## config.mk

```make
export PLATFORM = sky130hd
export DESIGN_NAME = alt_seq_gen_flat
export DESIGN_NICKNAME = d
export VERILOG_FILES = /design/src/rtl/alt_seq_pkg.sv /design/src/rtl/alt_seq_gen_if.sv /design/src/rtl/alt_seq_gen_seq_down_counter.sv /design/src/rtl/alt_seq_gen.sv /design/src/flat_wrapper.sv
export SDC_FILE = /design/constraint.sdc
export NUM_CORES = 1
export LEC_CHECK = 0
export CORE_MARGIN = 2
export CORE_UTILIZATION = 50
export DETAILED_ROUTE_END_ITERATION = 12
export MAX_ROUTING_LAYER = met4
export PLACE_DENSITY = 0.81
export SLEW_MARGIN = 0
export SYNTH_ARGS = -nofsm -noshare
export SYNTH_HDL_FRONTEND = slang
export SYNTH_HIERARCHICAL = 1
export SYNTH_SLANG_ARGS = --single-unit
```

## constraint.sdc

```tcl
create_clock -name clk -period 2.9 [get_ports clk]
set_input_delay 0.58 -clock clk [delete_from_list [all_inputs] [get_ports clk]]
set_output_delay 0.58 -clock clk [all_outputs]
set_load 0.01 [all_outputs]
```

## src/rtl/alt_seq_pkg.sv

```systemverilog
// Shared definitions for the alternating-bit generator, its detector and benches.
package alt_seq_pkg;

  typedef enum logic [1:0] {
    IDLE = 2'd0,
    SEND = 2'd1,
    GAP  = 2'd2,
    DONE = 2'd3
  } state_e;

  // Bits needed to hold a count of 0..n, never less than one bit.
  function automatic int cnt_w(input int n);
    int w;
    w = $clog2(n + 1);
    return (w < 1) ? 1 : w;
  endfunction

endpackage

```

## src/rtl/alt_seq_gen_if.sv

```systemverilog
// Request/status and serial-stream bundle between a requester and alt_seq_gen.
interface alt_seq_gen_if #(
  parameter int LEN_W = 4
) ();

  logic             start;
  logic [LEN_W-1:0] len;
  logic             first_bit;
  logic             abort;
  logic             ready;
  logic             busy;
  logic             out;
  logic             bit_valid;
  logic             done;

  modport master (
    output start, len, first_bit, abort,
    input  ready, busy, out, bit_valid, done
  );

  modport slave (
    input  start, len, first_bit, abort,
    output ready, busy, out, bit_valid, done
  );

endinterface

```

## src/rtl/alt_seq_gen_seq_down_counter.sv

```systemverilog
// Loadable down-counter that stops at zero and flags when it holds zero.
module seq_down_counter #(
  parameter int W = 4
) (
  input  logic         clk,
  input  logic         reset,
  input  logic         load,
  input  logic [W-1:0] load_val,
  input  logic         dec,
  output logic         zero
);

  logic [W-1:0] count_r;

  // Load has priority over decrement; decrement saturates at zero.
  always_ff @(posedge clk) begin
    if (reset) begin
      count_r <= {W{1'b0}};
    end else if (load) begin
      count_r <= load_val;
    end else if (dec && (count_r != {W{1'b0}})) begin
      count_r <= count_r - W'(1);
    end else begin
      count_r <= count_r;
    end
  end

  assign zero = (count_r == {W{1'b0}});

endmodule

```

## src/rtl/alt_seq_gen.sv

```systemverilog
// Serial generator of a programmable-length alternating 0/1 sequence followed by
// a break of repeated last bits and a one-cycle completion pulse.
module alt_seq_gen
  import alt_seq_pkg::*;
#(
  parameter int   LEN_W      = 4,
  parameter int   GAP_CYCLES = 2,
  parameter logic IDLE_BIT   = 1'b0
) (
  input  logic          clk,
  input  logic          reset,
  alt_seq_gen_if.slave  bus
);

  localparam int GW = cnt_w(GAP_CYCLES);
  localparam logic [GW-1:0] GAP_LOAD = GW'((GAP_CYCLES > 0) ? (GAP_CYCLES - 1) : 0);

  state_e           state_r;
  logic             out_r;
  logic             bit_valid_r;
  logic             done_r;
  logic             ready_r;
  logic             busy_r;

  logic             len_load_s;
  logic [LEN_W-1:0] len_load_val_s;
  logic             len_dec_s;
  logic             len_zero_s;
  logic             gap_load_s;
  logic             gap_dec_s;
  logic             gap_zero_s;

  // Counters are loaded with count-1 so that the zero flag marks the final cycle.
  assign len_load_s     = (state_r == IDLE) && bus.start;
  assign len_load_val_s = bus.len - LEN_W'(1);
  assign len_dec_s      = (state_r == SEND) && !bus.abort && !len_zero_s;
  assign gap_load_s     = (state_r == SEND) && !bus.abort && len_zero_s;
  assign gap_dec_s      = (state_r == GAP) && !bus.abort && !gap_zero_s;

  seq_down_counter #(.W(LEN_W)) u_len_cnt (
    .clk      (clk),
    .reset    (reset),
    .load     (len_load_s),
    .load_val (len_load_val_s),
    .dec      (len_dec_s),
    .zero     (len_zero_s)
  );

  seq_down_counter #(.W(GW)) u_gap_cnt (
    .clk      (clk),
    .reset    (reset),
    .load     (gap_load_s),
    .load_val (GAP_LOAD),
    .dec      (gap_dec_s),
    .zero     (gap_zero_s)
  );

  // Control FSM; every output is registered alongside the state.
  always_ff @(posedge clk) begin
    if (reset) begin
      state_r     <= IDLE;
      out_r       <= IDLE_BIT;
      bit_valid_r <= 1'b0;
      done_r      <= 1'b0;
      ready_r     <= 1'b1;
      busy_r      <= 1'b0;
    end else if (bus.abort && (state_r != IDLE)) begin
      state_r     <= IDLE;
      out_r       <= IDLE_BIT;
      bit_valid_r <= 1'b0;
      done_r      <= 1'b0;
      ready_r     <= 1'b1;
      busy_r      <= 1'b0;
    end else begin
      case (state_r)
        IDLE: begin
          if (bus.start) begin
            ready_r <= 1'b0;
            busy_r  <= 1'b1;
            if (bus.len != {LEN_W{1'b0}}) begin
              state_r     <= SEND;
              out_r       <= bus.first_bit;
              bit_valid_r <= 1'b1;
              done_r      <= 1'b0;
            end else begin
              state_r     <= DONE;
              out_r       <= IDLE_BIT;
              bit_valid_r <= 1'b0;
              done_r      <= 1'b1;
            end
          end else begin
            state_r     <= IDLE;
            out_r       <= IDLE_BIT;
            bit_valid_r <= 1'b0;
            done_r      <= 1'b0;
            ready_r     <= 1'b1;
            busy_r      <= 1'b0;
          end
        end
        SEND: begin
          if (len_zero_s) begin
            bit_valid_r <= 1'b0;
            if (GAP_CYCLES > 0) begin
              // The break repeats the last bit, so out_r is left untouched.
              state_r <= GAP;
            end else begin
              state_r <= DONE;
              out_r   <= IDLE_BIT;
              done_r  <= 1'b1;
            end
          end else begin
            out_r <= ~out_r;
          end
        end
        GAP: begin
          if (gap_zero_s) begin
            state_r <= DONE;
            out_r   <= IDLE_BIT;
            done_r  <= 1'b1;
          end else begin
            state_r <= GAP;
          end
        end
        DONE: begin
          state_r     <= IDLE;
          out_r       <= IDLE_BIT;
          bit_valid_r <= 1'b0;
          done_r      <= 1'b0;
          ready_r     <= 1'b1;
          busy_r      <= 1'b0;
        end
        default: begin
          state_r     <= IDLE;
          out_r       <= IDLE_BIT;
          bit_valid_r <= 1'b0;
          done_r      <= 1'b0;
          ready_r     <= 1'b1;
          busy_r      <= 1'b0;
        end
      endcase
    end
  end

  assign bus.out       = out_r;
  assign bus.bit_valid = bit_valid_r;
  assign bus.done      = done_r;
  assign bus.ready     = ready_r;
  assign bus.busy      = busy_r;

endmodule

```

## src/flat_wrapper.sv

```systemverilog
// flat-port wrapper written by rule: the top's interface ports become plain ports
module alt_seq_gen_flat import alt_seq_pkg::*;
#(
  parameter int   LEN_W      = 4,
  parameter int   GAP_CYCLES = 2,
  parameter logic IDLE_BIT   = 1'b0
)
  (clk, reset, bus_start, bus_len, bus_first_bit, bus_abort, bus_ready, bus_busy, bus_out, bus_bit_valid, bus_done);
  alt_seq_gen_if #(.LEN_W(LEN_W)) bus_i ();
  input  logic clk;
  input  logic reset;
  input wire logic [$bits(bus_i.start)-1:0] bus_start;
  input wire logic [$bits(bus_i.len)-1:0] bus_len;
  input wire logic [$bits(bus_i.first_bit)-1:0] bus_first_bit;
  input wire logic [$bits(bus_i.abort)-1:0] bus_abort;
  output wire logic [$bits(bus_i.ready)-1:0] bus_ready;
  output wire logic [$bits(bus_i.busy)-1:0] bus_busy;
  output wire logic [$bits(bus_i.out)-1:0] bus_out;
  output wire logic [$bits(bus_i.bit_valid)-1:0] bus_bit_valid;
  output wire logic [$bits(bus_i.done)-1:0] bus_done;
  assign bus_i.start = bus_start;
  assign bus_i.len = bus_len;
  assign bus_i.first_bit = bus_first_bit;
  assign bus_i.abort = bus_abort;
  assign bus_ready = bus_i.ready;
  assign bus_busy = bus_i.busy;
  assign bus_out = bus_i.out;
  assign bus_bit_valid = bus_i.bit_valid;
  assign bus_done = bus_i.done;
  alt_seq_gen #(.LEN_W(LEN_W), .GAP_CYCLES(GAP_CYCLES), .IDLE_BIT(IDLE_BIT)) u_core (.clk(clk), .reset(reset), .bus(bus_i));
endmodule
```

# Word level (Yosys, flattened, before mapping)
# Index checks and enable logic that the tools add are counted.
# W data, S select, Z words.
[word_totals]
register_bits = 13
in_bits = 9
wordCells = 74
[op_classes]
n_addsub = 3
n_eq_ne = 6
muxes = 26
bitwise = 2
n_reduce_logical = 28
[op_table]
columns = ["operator", "n"]
rows = [
  ["$mux W1", 15],
  ["$reduce_bool A2 Y1", 5],
  ["$logic_and A1 B1 Y1", 9],
  ["$mux W4", 2],
  ["$pmux W2 S4", 1],
  ["$reduce_bool A4 Y1", 2],
  ["$sub A4 B1 Y4 const B", 2],
  ["$mux W2", 3],
  ["$pmux W1 S3", 2],
  ["$reduce_and A2 Y1", 3],
  ["$eq A2 B2 Y1 const B", 2],
  ["$logic_not A2 Y1", 2],
  ["$logic_not A4 Y1", 1],
  ["$ne A2 B1 Y1 const B", 2],
  ["$pmux W1 S2", 2],
  ["$pmux W1 S4", 1],
  ["$reduce_or A2 Y1", 2],
  ["$logic_not A1 Y1", 3],
  ["$reduce_bool A3 Y1", 1],
  ["$eq A2 B1 Y1 const B", 1],
  ["$ne A2 B2 Y1 const B", 1],
  ["$not A1 Y1", 2],
  ["$sub A2 B1 Y2 const B", 1],
]

# Logic depth before layout (Yosys ltp)
[depth]
depth_word = 6
ltp_mapped = 9
mapped_depth_nobuf = 9

# By module
# The synthesis kept the hierarchy.
[by_module_without_submodules]
columns = ["mod", "instances", "cells_per_inst", "area_per_inst_um2"]
rows = [
  ["alt_seq_gen", 1, 57, 473.0],
  ["seq_down_counter at u_core.u_len_cnt", 1, 29, 262.8],
  ["seq_down_counter at u_core.u_gap_cnt", 1, 14, 126.4],
]

# Worst setup path before layout
# OpenSTA, ideal clock, no wires.
[synth_path]
path_kind = "reg2reg"
start = "register u_core.u_len_cnt.count_r[1]"
end = "register u_core.u_len_cnt.count_r[3]"
setup_ps = 126
arrival_ps = 2048
required_time_ps = 2774
path_slack_ps = 726
path_stages_with_launch = 9
period_less_slack_ps = 2174
cell_sequence = "dfxtp_1 -> inv_1 -> ha_1 -> or3b_4 -> inv_1 -> nor3_1 -> nor4b_2 -> mux2i_1 -> a211oi_1"
[synth_via]
elab_chain_cells = 5
elab_cells_between_ends = 9
cone_classes = "add/sub (1); mux (2); reduce/logical (6)"
[synth_lines]
columns = ["element", "line_no", "rtl"]
rows = [
  ["start: declaration", "alt_seq_gen_seq_down_counter.sv:13", "logic [W-1:0] count_r;"],
  ["start signal: assignment", "alt_seq_gen_seq_down_counter.sv:18", "count_r <= {W{1'b0}};"],
  ["start signal: assignment", "alt_seq_gen_seq_down_counter.sv:20", "count_r <= load_val;"],
  ["start signal: assignment", "alt_seq_gen_seq_down_counter.sv:22", "count_r <= count_r - W'(1);"],
  ["$logic_not A4 Y1", "alt_seq_gen_seq_down_counter.sv:28", "assign zero = (count_r == {W{1'b0}});"],
  ["net u_core.len_zero_s", "alt_seq_gen.sv:28", "logic len_zero_s;"],
  ["$logic_not A1 Y1", "alt_seq_gen.sv:36", "assign len_dec_s = (state_r == SEND) && !bus.abort && !len_zero_s;"],
  ["$logic_and A1 B1 Y1", "alt_seq_gen.sv:36", ""],
  ["net u_core.len_dec_s", "alt_seq_gen.sv:27", "logic len_dec_s;"],
  ["$logic_and A1 B1 Y1", "alt_seq_gen_seq_down_counter.sv:21", "end else if (dec && (count_r != {W{1'b0}})) begin"],
  ["$reduce_bool A2 Y1 (no line)", "-", ""],
]
# The timed path passes the listed nets, and every way through them passes these cells. The select of a mux whose other input is x is not followed.
# A chain may end at the register's enable or synchronous reset.

# Worst setup path after layout
[layout_path]
start = "register u_core.u_len_cnt.count_r[0]"
end = "register u_core.u_len_cnt.count_r[3]"
# Same word-level chain as after synthesis.

==> run metrics <==
ratio of total power to cell area 606.9 mW/mm²; largest buffer count on any clock path 2; number of nets still failing antenna checks after routing 0; count of max-cap constraint violations 0; run status completed; final core utilization 0.6270; Met3 Wirelength 40 µm; post-cts sizing count 0; HPWL after DPL 1277 µm; I/O pin total 14; number of levels the H-tree was split into 1; count of different cell masters after synthesis 34; Leak Pwr 0.4057 nW; wire length of the first global-routing pass 2787 µm; Max Clock Skew 6.126 ps; final critical path time including I/O delays and setup 2039 ps; DR DRC count 0; wire length per cell after detailed routing 12.19 µm; sum of met2 wire segment lengths after detailed routing 737 µm; cell count after synthesis 100; Pre-antenna DRT Iters 4; final critical-path share of the clock period 0.7032; slowest library cell on the worst path sky130_fd_sc_hd__dfxtp_1; diode count 0; Tightest Hold Check Type reg2reg; maximum fanout encountered on the critical timing path 7; root buffer selected by CTS sky130_fd_sc_hd__clkbuf_4; global-route congestion overflow total 0; achievable clock frequency 490.4 MHz; fraction of final layout cells with drive strength greater than 1 0.07627; cells traversed along the worst timing path inv_1 -> ha_1 -> or3b_4 -> inv_1 -> nor3_1 -> buf_4 -> nor4b_2 -> mux2i_1 -> a211oi_1; number of buffer and inverter stages on the critical path 3; Top Metal Used met4; area of the die 0.002072 mm²; worst skew pair latency 270 ps; Yosys Warn Count 6; starting density of the core 0.5161; Post-Place Worst Slack 709.3 ps; wl on met1 852 µm; IR Drop Worst-Case VDD 0.3223 mV; count of final max-slew check failures 0; hold-fix buffer count after cts 0; WP data arrival 2190 ps; Final Net Count 136; unrepaired setup endpoints after global routing false; combined global-route utilization of all metal layers 0.1938; pin count of the biggest net entering global routing 10; number of buffers inserted to repair setup after CTS 0; post-synthesis sequential element count 13; Die Y 45.52 µm; async set-or-reset flop fraction in the synthesized netlist 0; summed negative setup slack over all endpoints 0 ps; Chip Width 45.52 µm; clock tree from TritonCTS built; FILL cells 146; cell area after synthesis 862.1 µm²; Core ar. 0.001670 mm²; sequential-to-total area share from yosys stat 0.3019; cell seen most often among critical-path stages sky130_fd_sc_hd__inv_1; largest delay contributor family on the critical path simple AND/OR/NAND/NOR gates; required time of the critical path 3050 ps; Final Wtd Congestion 0.7951; endpoint type of the worst setup path flop; vias post-DR 741; vias per cell 5.489; crit path kind reg2reg; count of flip-flops with a built-in enable after synthesis 0; highest cell delay on the worst timing path 350 ps; TritonCTS buffer count 3; clk sink count 13; mean instance size in the synthesized netlist 8.621 µm²; net count of the mapped netlist 117; minimum setup slack in the final design 860.8 ps; dominant register cell in the synthesized netlist sky130_fd_sc_hd__dfxtp_1; Routed WL 1645 µm; final setup violating endpoints 0; port bufs 13; Worst Setup Start Kind flop; detailed router's first-iteration violation count 17; Layout Area Growth over Synthesis 21.48%; Worst-path clk slew 80 ps; number of global-route vias before repair 639; final number of hold-violating endpoints 0; number of core rows 15; antenna violations before repair 0
-- registers in the layout (all words and copies together), names as in the netlist --
name                      count
u_core/u_len_cnt/count_r      4
u_core/bus.out                1
u_core/bus.bit_valid          1
u_core/bus.done               1
u_core/u_gap_cnt/count_r      2
u_core/bus.busy               1
u_core/state_r                2
u_core/bus.ready              1
-- report_power, final --
part / internal, mW / switching (mW) / total (mW)
clock: 0.0532 / 0.0567 / 0.110
combinational: 0.131 / 0.151 / 0.282
sequential: 0.215 / 0.0283 / 0.243
-- tightest hold or removal path, stage by stage (launching register included) --
cell	delay [ps]
sky130_fd_sc_hd__dfxtp_1	320
sky130_fd_sc_hd__o21ai_0	70
sky130_fd_sc_hd__a21oi_1	70
-- cells by family (layout without fill, tap and decap cells) --
| group | Yosys count | in the layout | synth area share |
|---|---|---|---|
| flops | 13 | 13 | 0.3019 |
| compound gates | 24 | 24 | 0.2308 |
| simple gates | 35 | 35 | 0.2395 |
| other cells | 2 | 2 | 0.008712 |
| fa+ha+maj | 8 | 8 | 0.1161 |
| xor+xnor | 3 | 3 | 0.03048 |
| mux | 1 | 1 | 0.01161 |
| buf+inv | 14 | 32 | 0.06096 |
-- synth_stat cells, drive strengths merged (2+ instances only) --
cell type   n  area, µm²
nand3b      2      15.01
a311oi      3      26.28
a21oi       5      25.02
xor2        2      17.52
nor2       10      37.54
a211oi      6      50.05
nor3b       2      15.01
inv        14      52.55
nor3        3      15.01
a21o        2      15.01
ha          8      100.1
nand2b      2      12.51
dfxtp      13      260.3
conb        2      7.510
nor2b       5      38.78
nand2       5      18.77
-- cell usage in the layout (no fill, tap or decap), types with 4 or more instances in the layout --
cell type	netlist	layout
sky130_fd_sc_hd__dfxtp_1	13	13
sky130_fd_sc_hd__nor2b_1	4	4
sky130_fd_sc_hd__inv_1	14	14
sky130_fd_sc_hd__a21oi_1	5	5
sky130_fd_sc_hd__a211oi_1	5	5
sky130_fd_sc_hd__clkdlybuf4s50_1	0	13
sky130_fd_sc_hd__nor2_1	10	10
sky130_fd_sc_hd__ha_1	8	8
sky130_fd_sc_hd__nand2_1	5	5
-- path summary, 6_finish.rpt --
check | slack (ps) | from | to | depth (start not counted)
worst min register to register | 500 | u_core/bus.bit_valid | u_core/bus.bit_valid | 2
worst max-delay path | 860 | u_core/u_len_cnt/count_r[0] | u_core/u_len_cnt/count_r[3] | 9
worst min-delay path | 500 | u_core/bus.bit_valid | u_core/bus.bit_valid | 2
worst max register to register | 860 | u_core/u_len_cnt/count_r[0] | u_core/u_len_cnt/count_r[3] | 9
-- final cells by class --
type / count / area (µm²) / share of cell area
inverter: 14 / 52.55 / 0.05018
clock buffer: 4 / 26.28 / 0.02509
multi-input combinational: 73 / 549.3 / 0.5245
tap: 17 / 21.27 / 0.02031
sequential: 13 / 260.3 / 0.2485
timing repair buffer: 14 / 137.6 / 0.1314
-- per-stage QoR --
| stage | instance area [µm²] | cells | power [mW] | hold WS [ps] |
|---|---|---|---|---|
| final | 1047 | 135 | 0.6355 | 496.4 |
| after global routing | 1047 | 135 | 0.6967 | 528.3 |
| after CTS | 1047 | 135 | 0.6414 | 497.8 |
| after detailed placement | 1021 | 131 | 0.5268 | 481.1 |
| after global placement | 1021 | 131 | 0.5203 | 465.6 |
| after floorplan | 862.1 | 100 | 0.4363 | 484.4 |
-- metal layers --
| layer | GRT usage | vias up |
|---|---|---|
| met3 | 0.04762 | 2 |
| met1 | 0.2627 | 343 |
| met5 | - | - |
| met4 | 0.1059 | 0 |
| met2 | 0.2592 | 10 |
| li1 | - | 386 |
Note: power is estimated with default switching activity, not from simulation.
